<file path="src/rtl/dphy_lane_pkg.sv">
// Shared types and constants for the D-PHY data lane sequencer.
// State encoding, LP line levels and default lane timing.
package dphy_lane_pkg;

  // Gray-like walk through the burst so neighbouring states differ by one bit
  typedef enum logic [2:0] {
    STOP     = 3'b000,
    HS_RQST  = 3'b001,
    HS_PREP  = 3'b011,
    HS_ZERO  = 3'b010,
    HS_SEND  = 3'b110,
    HS_TRAIL = 3'b111,
    HS_EXIT  = 3'b101
  } lane_state_t;

  // LP levels packed as {Dp, Dn}
  typedef logic [1:0] lp_level_t;
  localparam lp_level_t LP11 = 2'b11;
  localparam lp_level_t LP01 = 2'b01;
  localparam lp_level_t LP00 = 2'b00;

  localparam int DEF_LPX_CYC   = 5;
  localparam int DEF_PREP_CYC  = 4;
  localparam int DEF_ZERO_CYC  = 10;
  localparam int DEF_TRAIL_CYC = 6;
  localparam int DEF_EXIT_CYC  = 8;
  localparam int DEF_CNT_W     = 8;

  function automatic logic is_timed(input lane_state_t s);
    return s inside {HS_RQST, HS_PREP, HS_ZERO, HS_TRAIL, HS_EXIT};
  endfunction

  // While the HS driver owns the lane the LP drivers sit at LP-00
  function automatic lp_level_t lp_level_of(input lane_state_t s);
    case (s)
      HS_RQST:                             return LP01;
      HS_PREP, HS_ZERO, HS_SEND, HS_TRAIL: return LP00;
      default:                             return LP11;
    endcase
  endfunction

endpackage

</file>
<file path="src/rtl/dphy_timing_cnt.sv">
// Lane timing down-counter: loads N-1 on state entry, counts to zero.
// done is registered and is high exactly while the count is zero.
module dphy_timing_cnt #(
  parameter int CNT_W = 8
) (
  input  logic             clk,
  input  logic             rst,
  input  logic             load,
  input  logic [CNT_W-1:0] load_val,
  output logic             done
);

  logic [CNT_W-1:0] cnt;

  always_ff @(posedge clk or posedge rst) begin
    if (rst) begin
      cnt  <= '0;
      done <= 1'b1;
    end else if (load) begin
      cnt  <= load_val;
      done <= (load_val == '0);
    end else if (cnt != '0) begin
      cnt  <= cnt - 1'b1;
      done <= (cnt == CNT_W'(1));
    end
  end

endmodule

</file>
<file path="src/rtl/dphy_data_lane_seq.sv">
// D-PHY data lane sequencer: LP-11 -> LP-01 -> LP-00 -> HS-ZERO -> burst -> TRAIL -> EXIT.
// Define DPHY_TIMING_REG_EN to take lane timing from cfg_* ports instead of parameters.
module dphy_data_lane_seq
  import dphy_lane_pkg::*;
#(
  parameter int LPX_CYC   = DEF_LPX_CYC,
  parameter int PREP_CYC  = DEF_PREP_CYC,
  parameter int ZERO_CYC  = DEF_ZERO_CYC,
  parameter int TRAIL_CYC = DEF_TRAIL_CYC,
  parameter int EXIT_CYC  = DEF_EXIT_CYC,
  parameter int CNT_W     = DEF_CNT_W
) (
  input  logic             clk,
  input  logic             rst,
  input  logic             tx_request_hs,
  input  logic             serial_end,
`ifdef DPHY_TIMING_REG_EN
  input  logic [CNT_W-1:0] cfg_lpx,
  input  logic [CNT_W-1:0] cfg_prep,
  input  logic [CNT_W-1:0] cfg_zero,
  input  logic [CNT_W-1:0] cfg_trail,
  input  logic [CNT_W-1:0] cfg_exit,
`endif
  output logic             tx_ready_hs,
  output logic             hs_en,
  output logic             hs_drv_en,
  output logic             trail_active,
  output logic             lp_dp,
  output logic             lp_dn,
  output logic             busy
);

  lane_state_t      state, next_state;
  logic             load, cnt_done;
  logic [CNT_W-1:0] load_val;
  logic [CNT_W-1:0] lpx_ld, prep_ld, zero_ld, trail_ld, exit_ld;

`ifdef DPHY_TIMING_REG_EN
  // A zero cycle count is stretched to one cycle
  function automatic logic [CNT_W-1:0] cfg_load(input logic [CNT_W-1:0] c);
    return (c == '0) ? '0 : c - 1'b1;
  endfunction

  assign lpx_ld   = cfg_load(cfg_lpx);
  assign prep_ld  = cfg_load(cfg_prep);
  assign zero_ld  = cfg_load(cfg_zero);
  assign trail_ld = cfg_load(cfg_trail);
  assign exit_ld  = cfg_load(cfg_exit);
`else
  assign lpx_ld   = CNT_W'(LPX_CYC - 1);
  assign prep_ld  = CNT_W'(PREP_CYC - 1);
  assign zero_ld  = CNT_W'(ZERO_CYC - 1);
  assign trail_ld = CNT_W'(TRAIL_CYC - 1);
  assign exit_ld  = CNT_W'(EXIT_CYC - 1);
`endif

  always_comb begin
    next_state = state;
    case (state)
      STOP:     if (tx_request_hs) next_state = HS_RQST;
      HS_RQST:  if (cnt_done) next_state = HS_PREP;
      HS_PREP:  if (cnt_done) next_state = HS_ZERO;
      HS_ZERO:  if (cnt_done) next_state = tx_request_hs ? HS_SEND : HS_TRAIL;
      HS_SEND:  if (!tx_request_hs && serial_end) next_state = HS_TRAIL;
      HS_TRAIL: if (cnt_done) next_state = HS_EXIT;
      HS_EXIT:  if (cnt_done) next_state = STOP;
      default:  next_state = STOP;
    endcase
  end

  // Counter is reloaded only on the edge that enters a timed state
  always_comb begin
    load_val = '0;
    case (next_state)
      HS_RQST:  load_val = lpx_ld;
      HS_PREP:  load_val = prep_ld;
      HS_ZERO:  load_val = zero_ld;
      HS_TRAIL: load_val = trail_ld;
      HS_EXIT:  load_val = exit_ld;
      default:  load_val = '0;
    endcase
    load = (next_state != state) && is_timed(next_state);
  end

  dphy_timing_cnt #(.CNT_W(CNT_W)) u_timing_cnt (
    .clk      (clk),
    .rst      (rst),
    .load     (load),
    .load_val (load_val),
    .done     (cnt_done)
  );

  always_ff @(posedge clk or posedge rst) begin
    if (rst) begin
      state          <= STOP;
      hs_en          <= 1'b0;
      hs_drv_en      <= 1'b0;
      trail_active   <= 1'b0;
      {lp_dp, lp_dn} <= LP11;
      busy           <= 1'b0;
    end else begin
      state          <= next_state;
      hs_en          <= (next_state == HS_SEND);
      hs_drv_en      <= next_state inside {HS_ZERO, HS_SEND, HS_TRAIL};
      trail_active   <= (next_state == HS_TRAIL);
      {lp_dp, lp_dn} <= lp_level_of(next_state);
      busy           <= (next_state != STOP);
    end
  end

  assign tx_ready_hs = (state == HS_SEND) & tx_request_hs;

endmodule

</file>
<file path="config.mk">
export PLATFORM = sky130hd
export DESIGN_NAME = dphy_data_lane_seq
export DESIGN_NICKNAME = d
export VERILOG_FILES = /design/src/rtl/dphy_lane_pkg.sv /design/src/rtl/dphy_timing_cnt.sv /design/src/rtl/dphy_data_lane_seq.sv
export SDC_FILE = /design/constraint.sdc
export NUM_CORES = 1
export LEC_CHECK = 0
export CORE_ASPECT_RATIO = 1.2
export CORE_MARGIN = 4
export CORE_UTILIZATION = 43
export CTS_CLUSTER_SIZE = 20
export DETAILED_ROUTE_END_ITERATION = 16
export GPL_ROUTABILITY_DRIVEN = 0
export GPL_TIMING_DRIVEN = 0
export PLACE_DENSITY = 0.73
export SYNTH_ARGS = -nofsm -noshare
export SYNTH_HDL_FRONTEND = slang
export SYNTH_SLANG_ARGS = --single-unit
export TNS_END_PERCENT = 20
</file>
<file path="constraint.sdc">
create_clock -name clk -period 2.91 [get_ports clk]
set_clock_uncertainty 0.05 [all_clocks]
set_input_delay 0.291 -clock clk [delete_from_list [all_inputs] [get_ports clk]]
set_output_delay 0.291 -clock clk [all_outputs]
set_load 0.05 [all_outputs]
</file>
Word-level counts from Yosys, hierarchy flattened
Index checks and enable logic that the tools add are counted.
Widths: inputs -> output; s select.
{"block": "word_totals", "register_bits": 18, "output_inout_bits": 7, "word_cells": 51}
{"block": "classes", "n_addsub": 1, "eq_ne": 14, "mux": 15, "bitwise": 1, "reduce_logical": 11}
{"op": "$mux 3", "n": 7}
{"op": "$pmux 3 s7", "n": 1}
{"op": "$pmux 4 s5", "n": 1}
{"op": "$eq 3x3->1 const B", "n": 6}
{"op": "$mux 8", "n": 2}
{"op": "$eq 3x2->1 const B", "n": 4}
{"op": "$eq 8x1->1 const B", "n": 1}
{"op": "$logic_not 8->1", "n": 1}
{"op": "$reduce_bool 8->1", "n": 1}
{"op": "$sub 8x1->8 const B", "n": 1}
{"op": "$eq 3x1->1 const B", "n": 2}
{"op": "$reduce_bool 3->1", "n": 2}
{"op": "$reduce_bool 5->1", "n": 1}
{"op": "$pmux 2 s2", "n": 1}
{"op": "$reduce_or 4->1", "n": 1}
{"op": "$logic_not 3->1", "n": 1}
{"op": "$mux 1", "n": 3}
{"op": "$ne 3x3->1", "n": 1}
{"op": "$logic_and 1x1->1", "n": 2}
{"op": "$reduce_bool 2->1", "n": 1}
{"op": "$and 1x1->1", "n": 1}
{"op": "$logic_not 1->1", "n": 1}

Longest topological paths before layout
Gate-level depths: netlist of the first run.
{"block": "depth", "depth_word": 8, "mapped_depth": 6, "mapped_depth_nobuf": 6}

Cells and area by module
A second synthesis of the first run with hierarchy kept.
{"block": "unflattened", "hier_cells": 127, "area_unflattened_um2": 1123.6}
{"mod": "dphy_data_lane_seq", "n_inst": 1, "cells_per_inst": 67, "area_per_inst_um2": 563.0}
{"mod": "dphy_timing_cnt", "n_inst": 1, "cells_per_inst": 60, "area_per_inst_um2": 560.5}

Worst setup path after synthesis of the first run
Ideal clock, no wire load.
{"block": "synth_path", "kind": "register to output", "from": "reg state[2]", "to": "out tx_ready_hs", "t_arrival_ps": 1743, "t_required_ps": 2569, "slack_ps": 826, "path_stages_with_launch": 4, "path_cell_list": "dfrtp_1 > buf_2 > inv_1 > nor3_1"}
{"block": "synth_via", "elab_chain_len": 2}
{"item": "from (decl)", "line_no": "dphy_data_lane_seq.sv:33", "rtl": "lane_state_t state, next_state;"}
{"item": "from (signal assigned)", "line_no": "dphy_data_lane_seq.sv:102", "rtl": "state <= next_state;"}
{"item": "$eq 3x3->1", "line_no": "dphy_data_lane_seq.sv:111", "rtl": "assign tx_ready_hs = (state == HS_SEND) & tx_request_hs;"}
{"item": "$and 1x1->1", "line_no": "dphy_data_lane_seq.sv:111"}
{"item": "to (decl)", "line_no": "dphy_data_lane_seq.sv:24", "rtl": "output logic tx_ready_hs,"}
No other way between the ends.

Worst setup path after layout of the first run
Ends and elaborated chain as after synthesis.

==> results of run 1 <==
[cell families (layout without fill, tap and decap cells)]
kind of cell               Yosys count  count (layout)  share of synthesized area
and+or+nand+nor                     43              43                     0.2382
AOI/OAI and AO/OA                   21              21                     0.1669
DFF                                 18              18                     0.4389
buffers and inverters               12              26                    0.05320
muxes                                5               5                    0.05320
xor gates and xnor gates             3               3                    0.02540
adders and majority gates            2               2                    0.02418
[power by group]
group          leakage [nW]  total, mW  internal (mW)  switching (mW)
registers             0.210      0.455          0.359          0.0965
logic                 0.304      0.676          0.289           0.387
clock network        0.0210      0.156         0.0763          0.0793
[cell type report]
class | count | area share
multi-input cells | 74 | 0.4343
flip-flops and latches | 18 | 0.3754
repair buffers | 10 | 0.08273
well taps | 31 | 0.03206
clock buffers | 4 | 0.02999
inverters | 9 | 0.02792
plain buffers | 3 | 0.01758
[critical path: cells and delay by family (launching register included)]
| family | cells | cell delay [ns] |
|---|---|---|
| buf+inv | 3 | 1.20 |
| flops | 1 | 0.37 |
| simple gates | 1 | 0.19 |
[per-layer routing]
layer,up-vias,global-route usage
li1,392,-
met1,376,0.1905
met2,18,0.2837
met3,4,0.01909
met4,0,0.06569
met5,-,0
[synth_stat cells (2+ instances only)]
master	count	share of area
dfrtp_1	15	0.36
xor2_1	2	0.017
nor3_1	4	0.019
dfstp_2	3	0.076
mux2i_1	4	0.039
buf_2	2	0.0097
ha_1	2	0.024
nand3_1	2	0.0097
nand2b_1	3	0.018
nand2_2	2	0.012
inv_1	9	0.033
nor2_1	12	0.044
nor3_2	2	0.019
nand2_1	7	0.025
nor2b_1	3	0.018
a21oi_1	5	0.024
nand4_1	2	0.012
[sequential cells by signal, summed over array words and instances (netlist names)]
name / count
trail_active: 1
u_timing_cnt.done: 1
u_timing_cnt.cnt: 8
busy: 1
state: 3
hs_en: 1
lp_dp: 1
lp_dn: 1
hs_drv_en: 1
[worst max path at each step]
stage                  start  slack [ns]           to  cells after the start
3_5_place_dp   tx_request_hs        0.62  tx_ready_hs                      4
5_1_grt             state[2]        0.37  tx_ready_hs                      4
2_1_floorplan       state[2]        0.83  tx_ready_hs                      3
4_1_cts             state[2]        0.47  tx_ready_hs                      4
3_3_place_gp   tx_request_hs        0.60  tx_ready_hs                      4
6_report            state[2]        0.49  tx_ready_hs                      4
[per-stage QoR]
stage                     worst slack [ns]  instances  power (mW)
after floorplan                     0.8258        104      0.9829
after global routing                0.3663        149       1.397
after detailed placement            0.6230        145       1.139
after global placement              0.5970        145       1.113
final                               0.4902        149       1.287
after CTS                           0.4737        149       1.297
==> results.txt, run 1 <==
Worst-Margin Slew: 0.6881 ns
hold slack: 0.3385 ns
Highest Signal Layer: met4
HP Class: in -> async
ys flop type: dfrtp_1
most frequent cells in the layout: dfrtp_1 (15), nor2_1 (12), clkdlybuf4s50_1 (10), inv_1 (9), nand2_1 (7)
met2 wire len: 1065 um
worst reg-to-reg setup slack: 1.08 ns
Synth Cell Area: 0.001035 sq mm
EDFF count, synth: 0
cts bufs inserted: 3
CTS Root Buffer Type: clkbuf_4
layout cells sized above 1: 0.1780
crit path kind: reg -> out
CTS clk-pin slew, worst paths: 0.11 ns
Starting Density: 0.4487
Port Buffers: 10
max-slew violation count: 0
syn_area_per_cell: 9.949 sq um
Largest stage delay, worst path: 0.83 ns
Sink Count: 18
nets: 125
register area: 454.2 sq um
# resized after CTS: 0
Cell Area, Placed: 0.001174 sq mm
Critical Path, Cell by Cell: buf_2 > inv_1 > nor3_1 > clkdlybuf4s50_1
fin crit share: 0.8315
number of synthesized register bits: 18
Startpoint Class: register
vias in the first global route: 845
Post CTS Setup Buffer Count: 0
Synth Net Count: 110
DR vias/cell: 5.302
Power Density: 1064 mW/mm^2
first-pass GRT wire length: 3822 um
reg2reg path depth: 6
unrepaired setup endpoints after global routing: false
fmax: 413.3 MHz
count of different cell masters after synthesis: 42
Synth-to-Final Area Change: 16.93%
commonest non-fill, non-tap cell in the layout: dfrtp_1
HPWL Detailed: 1519 um
core box area: 0.002306 sq mm
CP Capture Type: output pin
Ports: 11
hold-fix buffers at CTS: 0
largest net degree at the start of global routing: 19
reg2reg start: u_timing_cnt.cnt[0]
fin util: 0.5247
remaining antenna violation count: 0
routed metal-1 wirelength: 902 um
H-tree levels: 1
CTS Buffer Depth: 2
Fillers: 222
final setup violation count: 0
setup TNS: 0 ns
post-synthesis cell count: 104
register area share after synthesis: 0.4389
GRT overflow: 0
Max FO, Critical Path: 10
DRT iter0 DRCs: 26
worst skew pair latency: 0.30 ns
Max-cap violations: 0
CTS tree: built
yosys warns: 0
DR pass1 iterations: 6
Async SR Flop Fraction: 1.000
DIE HEIGHT: 61.74 um
CP arrival: 2.08 ns
row count: 19
final instance area: 0.001210 sq mm
die area: 0.003258 sq mm
fin crit period: 2.420 ns
via count: 790
initial antenna violation count: 0
Residual DRC: 0
r2r endpoint: u_timing_cnt.cnt[1]
routed wl met3: 75 um
DR WL/cell: 13.93 um
max_slew headroom: 0.5408
outcome: finished clean
leakage: 0.5356 nW
Final Hold Viols: 0
Antenna diodes: 0
CP required: 2.57 ns
Multi-input gate area: 525.5 sq um
Max IR drop VDD: 606.9 uV
GRT Total Usage: 0.1576
CP max-delay cell: clkdlybuf4s50_1
die span in x: 52.78 um
WL final: 2076 um
Power figures use the tool's default switching activity.
==> inputs of run 2 (changes only) <==
Settings changed: PLACE_DENSITY 0.73 to 0.76.
Clock period 2.91 ns to 2.1 ns, I/O delays scaled along.
==> results.txt, run 2 (same netlist as run 1, synthesis figures left out) <==
HP Class: in -> async
core box area: 0.002306 sq mm
GRT overflow: 0
Worst-Margin Slew: 0.6630 ns
met2 wire len: 1042 um
Bufs and invs on worst path: 1
Max FO, Critical Path: 1
fmax: 534.2 MHz
worst skew pair latency: 0.29 ns
largest net degree at the start of global routing: 19
worst reg-to-reg setup slack: 0.27 ns
Post CTS Setup Buffer Count: 0
CP required: 1.84 ns
outcome: finished clean
remaining antenna violation count: 0
r2r endpoint: u_timing_cnt.cnt[1]
Final Hold Viols: 0
CP arrival: 1.61 ns
Highest Signal Layer: met4
Fillers: 220
Pwr Total: 1.777 mW
via count: 790
setup TNS: 0 ns
final setup violation count: 0
fin util: 0.5225
Port Buffers: 10
die span in x: 52.78 um
Starting Density: 0.4487
reg2reg path depth: 6
first-pass GRT wire length: 3484 um
cell family with most CP delay: buffers and inverters
reg2reg start: u_timing_cnt.cnt[1]
CTS Buffer Depth: 2
Setup WS post-layout: 0.2280 ns
Top Registers: u_timing_cnt.cnt x8, state x3
HPWL Detailed: 1509 um
vias in the first global route: 801
DR vias/cell: 5.302
CTS Root Buffer Type: clkbuf_4
unrepaired setup endpoints after global routing: false
Largest stage delay, worst path: 0.79 ns
layout cells sized above 1: 0.1864
initial antenna violation count: 0
Ports: 11
DR WL/cell: 13.39 um
GRT Total Usage: 0.1426
DRT iter0 DRCs: 6
Top reg by flops: u_timing_cnt.cnt
pre-CTS WS: 0.003538 ns
most frequent cells in the layout: dfrtp_1 (15), nor2_1 (12), inv_1 (9), clkdlybuf4s50_1 (9), nand2_1 (7)
hold slack: 0.2548 ns
DIE HEIGHT: 61.74 um
Multi-input gate area: 525.5 sq um
leakage: 0.5368 nW
max reg flops: 8
CTS clk-pin slew, worst paths: 0.10 ns
register area: 454.2 sq um
Max IR drop VDD: 1032 uV
commonest non-fill, non-tap cell in the layout: dfrtp_1
max-slew violation count: 0
Synth-to-Final Area Change: 16.45%
CP max-delay cell: clkdlybuf4s50_1
routed metal-1 wirelength: 867 um
Residual DRC: 0
routed wl met3: 61 um
die area: 0.003258 sq mm
cts bufs inserted: 3
Antenna diodes: 0
CP startpoint: lp_dn
Power Density: 1475 mW/mm^2
WL final: 1995 um
Max-cap violations: 0
Startpoint Class: register
H-tree levels: 1
CP Capture Type: output pin
Critical Path, Cell by Cell: clkdlybuf4s50_1
hold-fix buffers at CTS: 0
fin crit period: 1.872 ns
Sink Count: 18
DR pass1 iterations: 4
crit path kind: reg -> out
max_slew headroom: 0.5575
row count: 19
fin crit share: 0.8914
nets: 125
CTS tree: built
==> run 2: repair_timing <==
| item | CTS | global route |
|---|---|---|
| resized for setup | 1 | 3 |
| endpoints found under the hold margin | 0 | 0 |
| gates cloned | 0 | 0 |
| setup endpoints to repair | 1 | 1 |
==> run 2: power by group <==
| part | switching, mW | total [mW] | internal [mW] |
|---|---|---|---|
| clock | 0.102 | 0.208 | 0.106 |
| combinational | 0.541 | 0.940 | 0.399 |
| sequential | 0.132 | 0.630 | 0.497 |
| total | 0.776 | 1.78 | 1.00 |
==> run 2: worst max-delay path by stage <==
stage | depth (start not counted) | to | slack [ns]
floorplan | 3 | tx_ready_hs | 0.1
global placement | 4 | tx_ready_hs | -0.03
detailed placement | 4 | tx_ready_hs | 0.004
CTS | 4 | tx_ready_hs | 0.04
global route | 6 | u_timing_cnt.cnt[1] | 0.14
finish | 1 | lp_dn | 0.23
==> run 2: area by class of cell <==
cell class                 count  share of cell area
multi-input combinational     74              0.4361
sequential                    18              0.3769
timing repair buffer          10             0.07892
tap                           31             0.03219
clock buffer                   4             0.03011
inverter                       9             0.02804
buffer                         3             0.01765
==> run 2: metrics by stage <==
| step | cells | cell area [sq um] |
|---|---|---|
| 2_1_floorplan | 104 | 1035 |
| 3_3_place_gp | 145 | 1174 |
| 3_5_place_dp | 145 | 1174 |
| 4_1_cts | 149 | 1209 |
| 5_1_grt | 149 | 1205 |
| 6_report | 149 | 1205 |
==> run 2: metal layers <==
metal / GRT usage / vias to the layer above
met5: 0 / -
met4: 0.03285 / 0
met3: 0.02864 / 4
met1: 0.1667 / 385
li1: - / 391
met2: 0.2677 / 10
==> inputs of run 3 (changes only) <==
Settings changed: REMOVE_ABC_BUFFERS set to 1.
==> results.txt, run 3 (same netlist as run 1, synthesis figures left out) <==
Residual DRC: 0
leakage: 0.5170 nW
Sink Count: 18
Post CTS Setup Buffer Count: 0
DR pass1 iterations: 4
vias in the first global route: 816
HP Class: in -> async
remaining antenna violation count: 0
fmax: 534.9 MHz
max_slew headroom: 0.5487
CTS tree: built
GRT overflow: 0
CTS Buffer Depth: 2
worst skew pair latency: 0.30 ns
Net Sw Frac: 0.4444
Antenna diodes: 0
Top Registers: u_timing_cnt.cnt x8, state x3
Top reg by flops: u_timing_cnt.cnt
cts bufs inserted: 3
Logic pwr share: 0.494
via count: 773
CP arrival: 1.61 ns
max-slew violation count: 0
Port Buffers: 10
row count: 19
crit path kind: reg -> out
fin crit share: 0.8903
pre-CTS WS: -0.009725 ns
fin crit period: 1.870 ns
Ports: 11
DRT iter0 DRCs: 18
Power Density: 1458 mW/mm^2
Setup WS post-layout: 0.2304 ns
Int Power: 0.9504 mW
hold-fix buffers at CTS: 0
CP required: 1.84 ns
Max IR drop VDD: 1113 uV
layout cells sized above 1: 0.1565
sequential power share: 0.403
first-pass GRT wire length: 3436 um
Starting Density: 0.4487
die area: 0.003258 sq mm
final setup violation count: 0
Final Hold Viols: 0
fin cells: 146
CTS clk-pin slew, worst paths: 0.10 ns
CP Capture Type: output pin
Worst-Margin Slew: 0.6763 ns
hold slack: 0.2553 ns
max reg flops: 8
CTS Root Buffer Type: clkbuf_4
DR vias/cell: 5.295
most frequent cells in the layout: dfrtp_1 (15), nor2_1 (12), inv_1 (9), clkdlybuf4s50_1 (9), nand2_1 (7)
Startpoint Class: register
DR WL/cell: 12.73 um
Max-cap violations: 0
Max FO, Critical Path: 12
net switching power: 0.7602 mW
initial antenna violation count: 0
Pwr Total: 1.711 mW
GRT Total Usage: 0.1420
nets: 122
DIE HEIGHT: 61.74 um
placed cells: 142
largest net degree at the start of global routing: 19
WL final: 1858 um
unrepaired setup endpoints after global routing: false
clock power share: 0.103
H-tree levels: 1
commonest non-fill, non-tap cell in the layout: dfrtp_1
Synth-to-Final Area Change: 13.42%
core box area: 0.002306 sq mm
die span in x: 52.78 um
outcome: finished clean
HPWL Detailed: 1374 um
-- run 3: per-stage QoR --
stage,TNS (ns),util,cell area [sq um]
floorplan,0,-,1013
global placement,-0.02080,0.4997,1152
detailed placement,-0.009725,0.4997,1152
CTS,0,0.5111,1179
global route,0,0.5090,1174
finish,0,0.5090,1174
-- run 3: per-layer routing --
metal,global-route usage,up-vias,wire length [um]
li1,-,381,-
met1,0.1692,373,829
met2,0.2394,15,925
met3,0.03580,4,70
met4,0.06934,0,33
met5,0,-,0
-- run 3: final timing paths --
kind                            slack [ns]  cells after the start                  end           startpoint
worst max-delay path                  0.23                      3          tx_ready_hs             state[2]
worst min register to register        0.53                      3    u_timing_cnt.done  u_timing_cnt.cnt[7]
worst min-delay path                  0.26                      2  u_timing_cnt.cnt[1]                  rst
worst max register to register        0.30                      6  u_timing_cnt.cnt[1]  u_timing_cnt.cnt[0]
min in group clk                      0.53                      3    u_timing_cnt.done  u_timing_cnt.cnt[7]
max in group asynchronous             1.30                      2            hs_drv_en                  rst
-- run 3: critical path, stage by stage, from the launching register on --
cell and delay, ns:
dfrtp_1 0.61, inv_1 0.18, nor3_1 0.23, clkbuf_2 0.31
-- run 3: cell type report --
class | count | area (sq um)
multi-input combinational | 74 | 525.5
fill | 203 | 1132
clock buffer | 4 | 26.28
tap | 31 | 38.79
inverter | 9 | 33.78
timing repair buffer | 10 | 95.09
sequential | 18 | 454.2
-- run 3: what timing repair did --
item,4_1_cts,5_1_grt
pin swaps,0,0
gates resized for setup,2,2
setup endpoints to repair,1,1
-- run 3: power by group through the flow --
stage                     clock network (mW)  logic (mW)  registers [mW]
after floorplan                            0       0.552           0.787
after global placement                     0       0.830           0.687
after detailed placement                   0       0.850           0.696
after CTS                              0.182       0.855           0.690
after global routing                   0.209       0.946           0.717
final                                  0.177       0.845           0.689
